[config.mk]
export PLATFORM = sky130hd
export DESIGN_NAME = mc_maindec_fsm
export DESIGN_NICKNAME = d
export VERILOG_FILES = /design/src/rtl/mc_maindec_fsm.sv
export SDC_FILE = /design/constraint.sdc
export NUM_CORES = 1
export LEC_CHECK = 0
export BUFFER_PORTS_ARGS = -buffer_cell sky130_fd_sc_hd__buf_2
export CAP_MARGIN = 15
export CORE_MARGIN = 3
export CORE_UTILIZATION = 56
export DETAILED_ROUTE_END_ITERATION = 8
export GPL_TIMING_DRIVEN = 0
export PLACE_DENSITY = 0.8
export SYNTH_ARGS = -nofsm -noshare
export SYNTH_HDL_FRONTEND = slang
export SYNTH_SLANG_ARGS = --single-unit
[constraint.sdc]
create_clock -name i_clk -period 4.7 [get_ports i_clk]
set_clock_uncertainty 0.2 [all_clocks]
set_input_delay 0 -clock i_clk [delete_from_list [all_inputs] [get_ports i_clk]]
set_output_delay 0 -clock i_clk [all_outputs]
set_load 0.02 [all_outputs]
[src/rtl/mc_maindec_fsm.sv]
// Moore control FSM for the RV32I multicycle datapath: sequences each
// instruction over 3-5 states and drives all datapath controls except ALU funct decode.
module mc_maindec_fsm #(
  parameter int SUPPORT_UTYPE = 1,
  parameter int SUPPORT_JALR  = 1,
  parameter int MEM_WAIT_EN   = 1
) (
  input  logic       i_clk,
  input  logic       i_rst,
  input  logic [6:0] i_op,
  input  logic       i_zero,
  input  logic       i_mem_ready,
  output logic       o_pcwrite,
  output logic       o_adrsrc,
  output logic       o_memwrite,
  output logic       o_irwrite,
  output logic       o_regwrite,
  output logic [1:0] o_resultsrc,
  output logic [1:0] o_alusrca,
  output logic [1:0] o_alusrcb,
  output logic [1:0] o_aluop,
  output logic [2:0] o_immsrc,
  output logic       o_illegal,
  output logic       o_instr_done,
  output logic [3:0] o_state
);

  typedef enum logic [3:0] {
    FETCH, DECODE, MEMADR, MEMREAD, MEMWB, MEMWRITE, EXECR, EXECI,
    ALUWB, BEQ, JAL, JALR1, JALR2, LUI, AUIPC, TRAP
  } state_t;

  typedef struct packed {
    logic       adrsrc, memwrite, fetch, regwrite;
    logic [1:0] resultsrc, alusrca, alusrcb, aluop;
    logic       pcupdate, branch, done, done_mem;
  } ctrl_t;

  state_t state, nxt;
  ctrl_t  ctrl;
  logic   illegal;
  logic   rdy, run;

  assign rdy = (MEM_WAIT_EN == 0) | i_mem_ready;
  assign run = ~i_rst;

  // Fixed per-state controls; the ready/zero-qualified ones are combined at the outputs.
  function automatic ctrl_t decode(state_t s);
    ctrl_t c;
    c = '0;
    case (s)
      FETCH:    begin c.alusrcb = 2'b10; c.resultsrc = 2'b10; c.fetch = 1'b1; end
      DECODE:   begin c.alusrca = 2'b01; c.alusrcb = 2'b01; end
      MEMADR:   begin c.alusrca = 2'b10; c.alusrcb = 2'b01; end
      MEMREAD:  c.adrsrc = 1'b1;
      MEMWB:    begin c.resultsrc = 2'b01; c.regwrite = 1'b1; c.done = 1'b1; end
      MEMWRITE: begin c.adrsrc = 1'b1; c.memwrite = 1'b1; c.done_mem = 1'b1; end
      EXECR:    begin c.alusrca = 2'b10; c.aluop = 2'b10; end
      EXECI:    begin c.alusrca = 2'b10; c.alusrcb = 2'b01; c.aluop = 2'b10; end
      ALUWB:    begin c.regwrite = 1'b1; c.done = 1'b1; end
      BEQ:      begin c.alusrca = 2'b10; c.aluop = 2'b01; c.branch = 1'b1; c.done = 1'b1; end
      JAL, JALR2: begin c.alusrca = 2'b01; c.alusrcb = 2'b10; c.pcupdate = 1'b1; end
      JALR1:    begin c.alusrca = 2'b10; c.alusrcb = 2'b01; end
      LUI:      begin c.alusrca = 2'b11; c.alusrcb = 2'b01; end
      AUIPC:    begin c.alusrca = 2'b01; c.alusrcb = 2'b01; end
      default:  c = '0;
    endcase
    return c;
  endfunction

  always_comb begin
    nxt = state;
    case (state)
      FETCH:    nxt = rdy ? DECODE : FETCH;
      DECODE: begin
        case (i_op)
          7'b0000011, 7'b0100011: nxt = MEMADR;
          7'b0110011: nxt = EXECR;
          7'b0010011: nxt = EXECI;
          7'b1100011: nxt = BEQ;
          7'b1101111: nxt = JAL;
          7'b1100111: nxt = (SUPPORT_JALR != 0) ? JALR1 : TRAP;
          7'b0110111: nxt = (SUPPORT_UTYPE != 0) ? LUI : TRAP;
          7'b0010111: nxt = (SUPPORT_UTYPE != 0) ? AUIPC : TRAP;
          default:    nxt = TRAP;
        endcase
      end
      MEMADR:   nxt = (i_op == 7'b0000011) ? MEMREAD : MEMWRITE;
      MEMREAD:  nxt = rdy ? MEMWB : MEMREAD;
      MEMWB:    nxt = FETCH;
      MEMWRITE: nxt = rdy ? FETCH : MEMWRITE;
      EXECR, EXECI, JAL, JALR2, LUI, AUIPC: nxt = ALUWB;
      ALUWB, BEQ: nxt = FETCH;
      JALR1:    nxt = JALR2;
      TRAP:     nxt = TRAP;
      default:  nxt = FETCH;
    endcase
  end

  // Controls are registered alongside the state so they are glitch-free Moore outputs.
  always_ff @(posedge i_clk) begin
    if (i_rst) begin
      state   <= FETCH;
      ctrl    <= decode(FETCH);
      illegal <= 1'b0;
    end else begin
      state <= nxt;
      ctrl  <= decode(nxt);
      if (nxt == TRAP) illegal <= 1'b1;
    end
  end

  always_comb begin
    o_immsrc = 3'b000;
    case (i_op)
      7'b0100011:             o_immsrc = 3'b001;
      7'b1100011:             o_immsrc = 3'b010;
      7'b1101111:             o_immsrc = 3'b011;
      7'b0110111, 7'b0010111: o_immsrc = 3'b100;
      default:                o_immsrc = 3'b000;
    endcase
    if (!run) o_immsrc = 3'b000;
  end

  // Reset forces every output low so an abandoned instruction issues no write.
  assign o_irwrite    = run & ctrl.fetch & rdy;
  assign o_pcwrite    = run & ((ctrl.fetch & rdy) | ctrl.pcupdate | (ctrl.branch & i_zero));
  assign o_adrsrc     = run & ctrl.adrsrc;
  assign o_memwrite   = run & ctrl.memwrite;
  assign o_regwrite   = run & ctrl.regwrite;
  assign o_resultsrc  = {2{run}} & ctrl.resultsrc;
  assign o_alusrca    = {2{run}} & ctrl.alusrca;
  assign o_alusrcb    = {2{run}} & ctrl.alusrcb;
  assign o_aluop      = {2{run}} & ctrl.aluop;
  assign o_instr_done = run & (ctrl.done | (ctrl.done_mem & rdy));
  assign o_illegal    = run & illegal;
  assign o_state      = {4{run}} & state;

endmodule

# After elaboration in Yosys (flattened, before gate mapping)
# Cells that the tools add are included.
dict set report op_classes {
  n_eq_ne 39
  mux 19
  bitwise 20
  reduce_logical 15
}
# cell n
set op_table {}
lappend op_table {{== test 4 bit (second input constant)} 16}
lappend op_table {{case mux 4 bit (9 select lines)} 1}
lappend op_table {{== test 4 x 3 -> 1 bit (second input constant)} 8}
lappend op_table {{case mux 4 bit (8 select lines)} 1}
lappend op_table {{== test 7 x 6 -> 1 bit (second input constant)} 3}
lappend op_table {{== test 7 bit (second input constant)} 3}
lappend op_table {{== test 4 x 2 -> 1 bit (second input constant)} 4}
lappend op_table {{== test 7 x 5 -> 1 bit (second input constant)} 2}
lappend op_table {{two-way mux 3 bit} 4}
lappend op_table {{case mux 2 bit (2 select lines)} 3}
lappend op_table {{case mux 3 bit (4 select lines)} 1}
lappend op_table {{OR reduction 2 bit} 6}
lappend op_table {{OR reduction 6 bit} 2}
lappend op_table {{bitwise AND 1 bit} 11}
lappend op_table {{OR reduction 3 bit} 3}
lappend op_table {{bitwise AND 2 bit} 4}
lappend op_table {{== test 4 x 1 -> 1 bit (second input constant)} 2}
lappend op_table {{zero test 4 bit} 2}
lappend op_table {{two-way mux 1 bit} 8}
lappend op_table {{== test 7 x 2 -> 1 bit (second input constant)} 1}
lappend op_table {{case mux 2 bit (3 select lines)} 1}
lappend op_table {{OR reduction 5 bit} 1}
lappend op_table {{bitwise AND 4 bit} 1}
lappend op_table {{OR reduction 4 bit} 1}
lappend op_table {{other kinds (2)} 4}
dict set report totals {
  regBits 20
  inputBits 11
  out_inout_bits 22
  word_cells 106
}

# Depth between registers and ports, before layout
# Gate-level depths: netlist of the first run.
dict set report depth {
  depth_word 7
  depth_mapped 8
  ltp_nobuf 6
}

# Least setup slack after synthesis of the first run
# Ideal clock, no wire load.
dict set report synth_path {
  kind {flip-flop to flip-flop}
  from {register state[3]}
  to {register ctrl[9] (netlist bit)}
  setup_time_ns 0.074
  arrival_ns 1.858
  t_required_ns 4.426
  path_slack_ns 2.568
  path_stages_with_launch 7
  n_path_buf 1
  synth_period_minus_slack_ns 2.132
  cell_sequence {dfxtp_1 clkbuf_1 nand4b_1 o21ai_0 or3_4 or4b_1 a31oi_1}
}
dict set report synth_between {
  elab_chain_cells 6
  word_cells_on_any_way 32
  classes_between {25 x eq/ne; 2 x mux; 5 x reduce/logical}
}
# item line_no
set synth_rtl {}
lappend synth_rtl {{from (decl)} 39} ;# state_t state, nxt;
lappend synth_rtl {{from (signal assigned)} 107} ;# state <= nxt;
lappend synth_rtl {{== test 4 x 3 -> 1 bit / == test 4 bit (equally long branches)} 73} ;# case (state)
lappend synth_rtl {{OR reduction 6 bit / OR reduction 3 bit (equally long branches)} --}
lappend synth_rtl {{case mux 4 bit (9 select lines) (*)} 73}
lappend synth_rtl {{== test 4 bit (tied with other cells)} 51} ;# case (s)
lappend synth_rtl {{OR reduction 5 bit (no source line) / OR reduction 4 bit (equally long branches)} --}
lappend synth_rtl {{case mux 2 bit (3 select lines) (*)} 51}
lappend synth_rtl {{to (signal assigned)} 104} ;# ctrl <= decode(FETCH);
lappend synth_rtl {{to (signal assigned)} 108} ;# ctrl <= decode(nxt);
lappend synth_rtl {{to (decl)} 40} ;# ctrl_t ctrl;
# Mark *: on every way between the ends. The rest lies on a longest branch, timed or not.
# A chain may end at the register's enable or synchronous reset.

# Worst setup path after layout of the first run
dict set report layout_path {
  from {register state[3]}
  to {register ctrl[8] (netlist bit)}
}
# The elaborated chain is that of the path after synthesis.

==> results.txt, run 1 <==
The number of library cell types mapped by synthesis came out at 50. The peak ir drop on the vdd network is 384 uV. The core area came out at 2040 um2. The post-synthesis cell type with the largest combined area is sky130_fd_sc_hd__dfxtp_1.

The TritonCTS buffer count came out at 3. The CTS tree is yes. The detailed-route DRC error count is 0.

The worst-case clock buffer depth is 2. STA classifies the critical path endpoint as a flop. The number of buffers inserted by post-CTS setup repair came out at 0.

The detailed router's first-iteration violation count came out at 25. The number of warning messages in the yosys log came out at 0. The worst path required time came out at ~4700 ps.

The minimum setup slack after placement is about 2200 ps. The setup violation total in the final timing report is 0. The worst reg2reg path startpoint is state[3]. In this run the tightest slew margin relative to its limit is 46.6%. The effective utilization at floorplan came out at around three fifths. The number of stages on the worst hold path came out at 6.

The weighted congestion reported at the end of routability-driven placement is 0.833. The via count of the routed design came out at 1,244. The power per unit of standard cell area came out at approximately 420 nW/um2. Measured in cells, the most critical reg-to-reg path has a length of 6. The remaining antenna violation count came out at 0. The floorplan has 16 rows. After legalization and detailed placement, the total HPWL measured ~2300 um.

Summing all multi-input logic gate instances after layout gives 793 um2. The routed length per placed instance came out at approximately 14 um. The highest cell delay on the worst timing path came out at 670 ps. Dividing the detail-routed via count by the number of cells gives between 5 and 6. Walking the worst path, the cells encountered are clkbuf_1 -> nand4b_1 -> o21ai_0 -> nor3_1 -> o21bai_1 -> a32o_1. The startpoint identified for the worst hold timing path is i_op[5]. The full die area came out at 2830 um2. The leakage power summed over all cells is 0.599 nW. For the worst setup path, the data arrival time is 2520 ps. The number of max-slew violations in the final report is 0.

The global-route usage over all layers is 23.8%. For the pin with the worst max-slew slack, the measured transition is about 790 ps. The relative area change from synthesis to final layout is 18.5%. The number of optimization iterations in the first detailed-route pass is 5. The total of flip-flops plus latches after synthesis is 19. After routing, the total negative slack on setup checks comes to 0 ps.

The post-route minimum period is 2530 ps. STA classifies the critical path startpoint as a flop. The maximum level of the CTS H-tree is 1. The share of the yosys chip area belonging to registers came out at 30.5%.

The horizontal die dimension is 53.2 um. The type of the worst min-delay path is in2reg. The minimum setup slack among reg-to-reg paths is 2170 ps. Across the run, the number of max-cap violations was 0.

The number of inserted diodes came out at 0. The initial antenna violation count is 0. The share of Yosys cell area claimed by the top area cell type came out at between 30% and 40%. The peak clock frequency supported by timing is 396 MHz.

The flow ran to the end, and the final reports show no timing, DRC or antenna violations. The worst setup slack after layout is around 2200 ps. Entering global routing, the biggest net connects 11 pins. Setup repair after global routing left no endpoint under its margin. The count of endpoints failing hold in the final timing report was 0. The final cycle utilization of the critical path is 53.7%.

The post-synthesis average cell area came out at 8.00 um2. The clock slew at the register clock pins of the worst setup and hold paths came out at 100 ps. The summed instance area of the synthesized netlist came out at 1250 um2. The post-cts resize count is 0. The root buffer selected by CTS is sky130_fd_sc_hd__clkbuf_4.

After filler insertion, the fill cell instance count of the layout stands at 183. The number of top-level pins is 33. The first global-routing pass estimated just over 5000 um of wire. For hold timing, the worst endpoint is ctrl[6]. The final net count is 204. The total global routing overflow is 0.

The endpoint identified for the worst register-to-register timing path is ctrl[8]. The flip-flop and latch area came out at 380 um2. Along the worst path, the maximum fanout reaches 10. The slowest stage of the critical path is the sky130_fd_sc_hd__nor3_1 cell. In the post-synthesis netlist, the biggest area contributors are sky130_fd_sc_hd__dfxtp_1, sky130_fd_sc_hd__nor2b_1, sky130_fd_sc_hd__nor4b_1. The number of input and output port buffers inserted is 30. The worst setup path is of the reg2reg kind.

The number of instances in the synthesized netlist is 156. The share of cells above drive strength 1 is roughly a quarter. The number of nets handed over by synthesis was 167. The die is 53.2 um tall.

The number of global-route vias before repair is approximately 1,100. The clock latency of the later-clocked register in the worst-skew pair is just under 300 ps. The overall routed net length came out at 2990 um. The number of sinks driven by the clock tree is 19.
[cell usage after synthesis (all sizes together)]
library cell,count
a2111oi,1
a211o,1
a211oi,1
a21boi,1
a21oi,7
a31o,2
a31oi,3
a32o,1
a32oi,1
and2,2
and3,3
buf,3
clkbuf,9
dfxtp,19
inv,5
mux2i,1
nand2,11
nand2b,5
nand3,3
nand3b,3
nand4b,2
nor2,9
nor2b,19
nor3,5
nor3b,1
nor4,4
nor4b,6
o211ai,2
o21ai,8
o21bai,2
o221ai,1
o22a,1
o22ai,2
o31ai,1
o32ai,1
o41a,1
or2,2
or3,2
or3b,1
or4b,1
xnor2,2
xor2,1
[placed cells by master, fill, tap and decap left out, drive strengths merged, types with 2 or more instances in the layout]
cell type     n
o21ai         8
a31oi         3
buf          33
dfxtp        19
o21bai        2
o22ai         2
nand2        11
nor2b        19
nand3b        3
nor2          9
dlygate4sd3   2
and2          2
inv           5
nand4b        2
or2           2
nand2b        5
o211ai        2
clkbuf       13
nand3         3
nor3          5
a31o          2
and3          3
xnor2         2
or3           2
nor4b         6
a21oi         7
nor4          4
[state kept, by name, indices dropped and copies added, names as in the netlist]
signal	count
ctrl	14
state	4
illegal	1
[worst max-delay path by stage]
stage / from / cells past startpoint / slack (ps) / endpoint
floorplan: state[3] / 6 / 2570 / ctrl[9]
global placement: state[3] / 6 / 2220 / ctrl[12]
detailed placement: state[3] / 6 / 2230 / ctrl[12]
CTS: state[3] / 6 / 2200 / ctrl[12]
global route: state[3] / 6 / 1850 / ctrl[12]
finish: state[3] / 6 / 2170 / ctrl[8]
[worst max-delay path: cells and delay by family, from the launching register on]
family	cells	cell delay (ps)
buf+inv	1	290
compound gates	3	720
simple gates	2	820
flops	1	390
[through the flow]
| step | cells | power (mW) | hold slack [ps] | area (um2) | util [%] |
|---|---|---|---|---|---|
| 2_1_floorplan | 156 | 0.451 | -107 | 1250 | - |
| 3_3_place_gp | 213 | 0.518 | 110 | 1430 | 70.1 |
| 3_5_place_dp | 213 | 0.528 | 120 | 1430 | 70.1 |
| 4_1_cts | 219 | 0.610 | 113 | 1480 | 72.4 |
| 5_1_grt | 219 | 0.653 | 207 | 1480 | 72.4 |
| 6_report | 219 | 0.614 | 125 | 1480 | 72.4 |
[report_power, final]
part / internal, mW / leakage [nW] / switching, mW / total [mW]
logic: 0.127 / 0.428 / 0.197 / 0.325
registers: 0.197 / 0.156 / 0.0124 / 0.210
clock network: 0.0331 / 0.0150 / 0.0463 / 0.0795
total: 0.358 / 0.599 / 0.256 / 0.614
[final cells by class]
| type | instances | share of cell area [%] |
|---|---|---|
| flip-flops and latches | 19 | 25.7 |
| multi-input cells | 120 | 53.7 |
| well taps | 27 | 2.29 |
| repair buffers | 32 | 11.5 |
| plain buffers | 12 | 3.73 |
| clock buffers | 4 | 1.78 |
| inverters | 5 | 1.27 |
[logic make-up (layout without fill, tap and decap cells)]
family,after synthesis,in the layout,synth area share (%)
muxes,1,1,0.802
DFF,19,19,30.5
xor gates and xnor gates,3,3,2.11
AOI/OAI and AO/OA,37,37,21.6
and+or+nand+nor,79,79,39.1
buffers and inverters,17,53,5.92
[timing repair]
| item | CTS | global route |
|---|---|---|
| endpoints found under the setup margin | 0 | 0 |
| hold buffers | 2 | 0 |
| endpoints found under the hold margin | 10 | 0 |
[routing by layer]
layer | part of all wire [%] | vias up | global-route usage (%) | wire length (um)
met1 | 46 | 566 | 32.9 | 1380
li1 | - | 635 | - | -
met4 | 0 | 0 | 3.40 | 0
met5 | 0 | - | 0 | 0
met2 | 48 | 43 | 38.4 | 1420
met3 | 6.0 | 0 | 5.07 | 178
(Power assumes the default switching activity.)
==> run 2: changes to the inputs <==
CORE_UTILIZATION = 47   (was 56)
PLACE_DENSITY = 0.71   (was 0.8)
clock period = 2.3 ns   (was 4.7 ns; I/O delays follow)
==> results.txt, run 2 (same netlist as run 1, synthesis figures left out) <==
The flow ran to the end, and the final reports show no timing, DRC or antenna violations. The global-route usage over all layers is 20.4% (-3.3 points). The maximum level of the CTS H-tree came to 1 (unchanged). The count of endpoints failing hold in the final timing report is 0 (unchanged). The final cycle utilization of the critical path came to 97.7% (+44 points). The design area came out at 1620 um2 (+9.4%). The wire length of the first global-routing pass came out at 5430 um (+7.5%). The largest individual stage delay along the critical path comes from the cell sky130_fd_sc_hd__dlygate4sd3_1. The peak clock frequency supported by timing came out at 445 MHz (+12%). The worst setup slack after layout is 52.2 ps (-2120 ps).

The full die area came out at 3310 um2 (+17%). The arrival time reported for the critical path endpoint is 2290 ps (-230 ps). The worst path required time was 2340 ps (-2350 ps).

The number of max-slew violations in the final report came to 0 (unchanged). The post-route minimum period came to 2250 ps (-278 ps). In the layout the commonest cells are sky130_fd_sc_hd__buf_2, sky130_fd_sc_hd__nor2b_1, sky130_fd_sc_hd__dfxtp_1, sky130_fd_sc_hd__nand2_1, sky130_fd_sc_hd__nor2_1. The slew at the pin closest to its max-slew limit came out at 499 ps (-293 ps). The peak ir drop on the vdd network was 761 uV (+98%). The capturing element type of the critical path is a flop. The cell area reported after detailed placement came out at 1440 um2 (+0.26%). The utilization of the core after routing came to 64.7% (-7.7 points). The number of top-level pins came out at 33 (unchanged). The type of the worst min-delay path is in2reg. The length in cells of the worst reg-to-reg path is 6 (unchanged). The via density per instance is 5.83 (+2.6%). The worst flop-to-flop path endpoint is state[1]. The summed negative setup slack over all endpoints is 0 ps (unchanged). The leakage power summed over all cells is 0.653 nW (+8.9%). The destination of the critical timing path is state[1].

The most common cell after layout, fill and taps aside is sky130_fd_sc_hd__buf_2. The number of global-route vias before repair came out at 1,213 (+6.7%). The detailed router's first-iteration violation count came out at 27 (+8.0%). The beginning of the critical path is state[3]. The routed length per placed instance came to 14.9 um (+9.3%). The remaining antenna violation count is 0 (unchanged).

The number of sinks driven by the clock tree is 19 (unchanged). The flip-flop count of the largest register after layout came to 14 (unchanged). ctrl holds more flip-flops than any other register. The worst slew margin relative to its limit is 66.7% (+20 points). The total global routing overflow is 0 (unchanged).

The core area came out at 2500 um2 (+22%). The startpoint identified for the worst register-to-register timing path is state[3]. The kind of start point of the critical path is a flop. The number of optimization iterations in the first detailed-route pass is 4 (-1). The minimum setup slack among reg-to-reg paths is 50 ps (-2120 ps). The number of buffer and inverter stages on the critical path came out at 2 (+1).

The effective utilization at floorplan came out at 49.9% (-11 points). The root buffer selected by CTS is sky130_fd_sc_hd__clkbuf_4. The number of input and output port buffers inserted came out at 30 (unchanged).

The clock latency of the later-clocked register in the worst-skew pair came out at 300 ps (about the same). The horizontal die dimension was 57.5 um (+8.1%). The highest cell delay on the worst timing path is 600 ps (-70 ps). The setup violation total in the final timing report is 0 (unchanged). The cell class contributing the biggest share of worst-path delay is buffers and inverters.

The count of maximum capacitance violations came out at 0 (unchanged). The via count of the routed design was 1,306 (+5.0%). The pin count of the biggest net entering global routing came to 12 (+1). The power per unit of standard cell area came out at 854 nW/um2 (+110%). The met1 usage is 28.5% (-4.5 points). The met3 track utilization from global routing is 4.98% (-0.093 points).

TritonCTS built the clock tree. The overall routed net length came out at 3340 um (+12%). The detailed-route DRC error count is 0 (unchanged).

The number of cell rows is 18 (+2). The placed wire-length estimate is 2290 um (+1.7%). The met2 track utilization from global routing is 31.5% (-7.0 points). The share of cells above drive strength 1 is 35.1% (+11 points). The final net count is 206 (+0.98%). The highest net fanout along the worst path is 10 (unchanged). The TritonCTS buffer count came out at 3 (unchanged). The largest registers in the layout are ctrl x14, state x4, illegal x1. The die boundary height is 57.5 um (+8.1%). The global routing stage identified its most utilized layer as met2. The overall power came out at 1.38 mW (+130%). The weighted congestion reported at the end of routability-driven placement came out at 0.852 (+2.2%).

The signal on the critical path passes through buf_6 -> or2_2 -> o21ai_1 -> a32oi_1 -> a21oi_1 -> dlygate4sd3_1. The number of inserted diodes is 0 (unchanged). The critical path is of the reg2reg type.

The initial antenna violation count is 0 (unchanged). The total stage count of the critical path is 6 (unchanged). The relative area change from synthesis to final layout is 29.6%.

The clock slew at the register clock pins of the worst setup and hold paths is 110 ps (about the same). The worst-case clock buffer depth came out at 2 (unchanged). The minimum setup slack after placement is -209 ps (-2440 ps).
## run 2: cell types whose count changed in the layout (fill, tap and decap cells not counted), moves of 3 or more
cell | before | now
sky130_fd_sc_hd__clkbuf_1 | 10 | 4
sky130_fd_sc_hd__clkbuf_2 | 0 | 4
sky130_fd_sc_hd__dfxtp_1 | 19 | 15
sky130_fd_sc_hd__buf_6 | 1 | 4
## run 2: layout make-up
cell class,instances,area (um2)
buffer,12,80.1
timing repair buffer,34,185
sequential,19,390
fill,216,883
clock buffer,3,22.5
inverter,5,18.8
clock inverter,1,5.00
tap,30,37.5
multi-input combinational,120,877
## run 2: worst min path at each step
stage,from,slack [ps],cells after the start,to
6_report,i_op[5],150,5,state[2]
5_1_grt,i_op[5],170,5,state[2]
4_1_cts,i_op[5],120,6,ctrl[6]
3_5_place_dp,i_rst,110,2,state[1]
3_3_place_gp,i_rst,110,2,state[3]
2_1_floorplan,i_rst,-110,1,state[1]
## run 2: worst min-delay path, stage by stage
cell	delay (ps)
sky130_fd_sc_hd__buf_2	140
sky130_fd_sc_hd__nor4_2	80
sky130_fd_sc_hd__nor2b_4	190
sky130_fd_sc_hd__nor3_2	120
sky130_fd_sc_hd__nor2_1	90
## run 2: through the flow
step	cells	hold WS, ps
after floorplan	156	-107
after global placement	216	114
after detailed placement	216	112
after CTS	222	125
after global routing	224	169
final	224	148
## run 2: metal layers
| metal | vias up | routed length, um |
|---|---|---|
| li1 | 640 | - |
| met1 | 609 | 1500 |
| met2 | 51 | 1600 |
| met3 | 6 | 195 |
| met4 | 0 | 40 |
| met5 | - | 0 |
## run 2: power breakdown
group	leakage [nW]	internal [mW]	switching (mW)
registers	0.158	0.408	0.0339
clock network	0.0177	0.0648	0.106
logic	0.477	0.325	0.443
## run 2: timing repair
item / CTS / global route
gates resized for setup: 8 / 32
pin swaps: 0 / 6
setup buffers: 0 / 2
hold endpoints to repair: 11 / 0
endpoints found under the setup margin: 11 / 13
hold buffers: 2 / 0
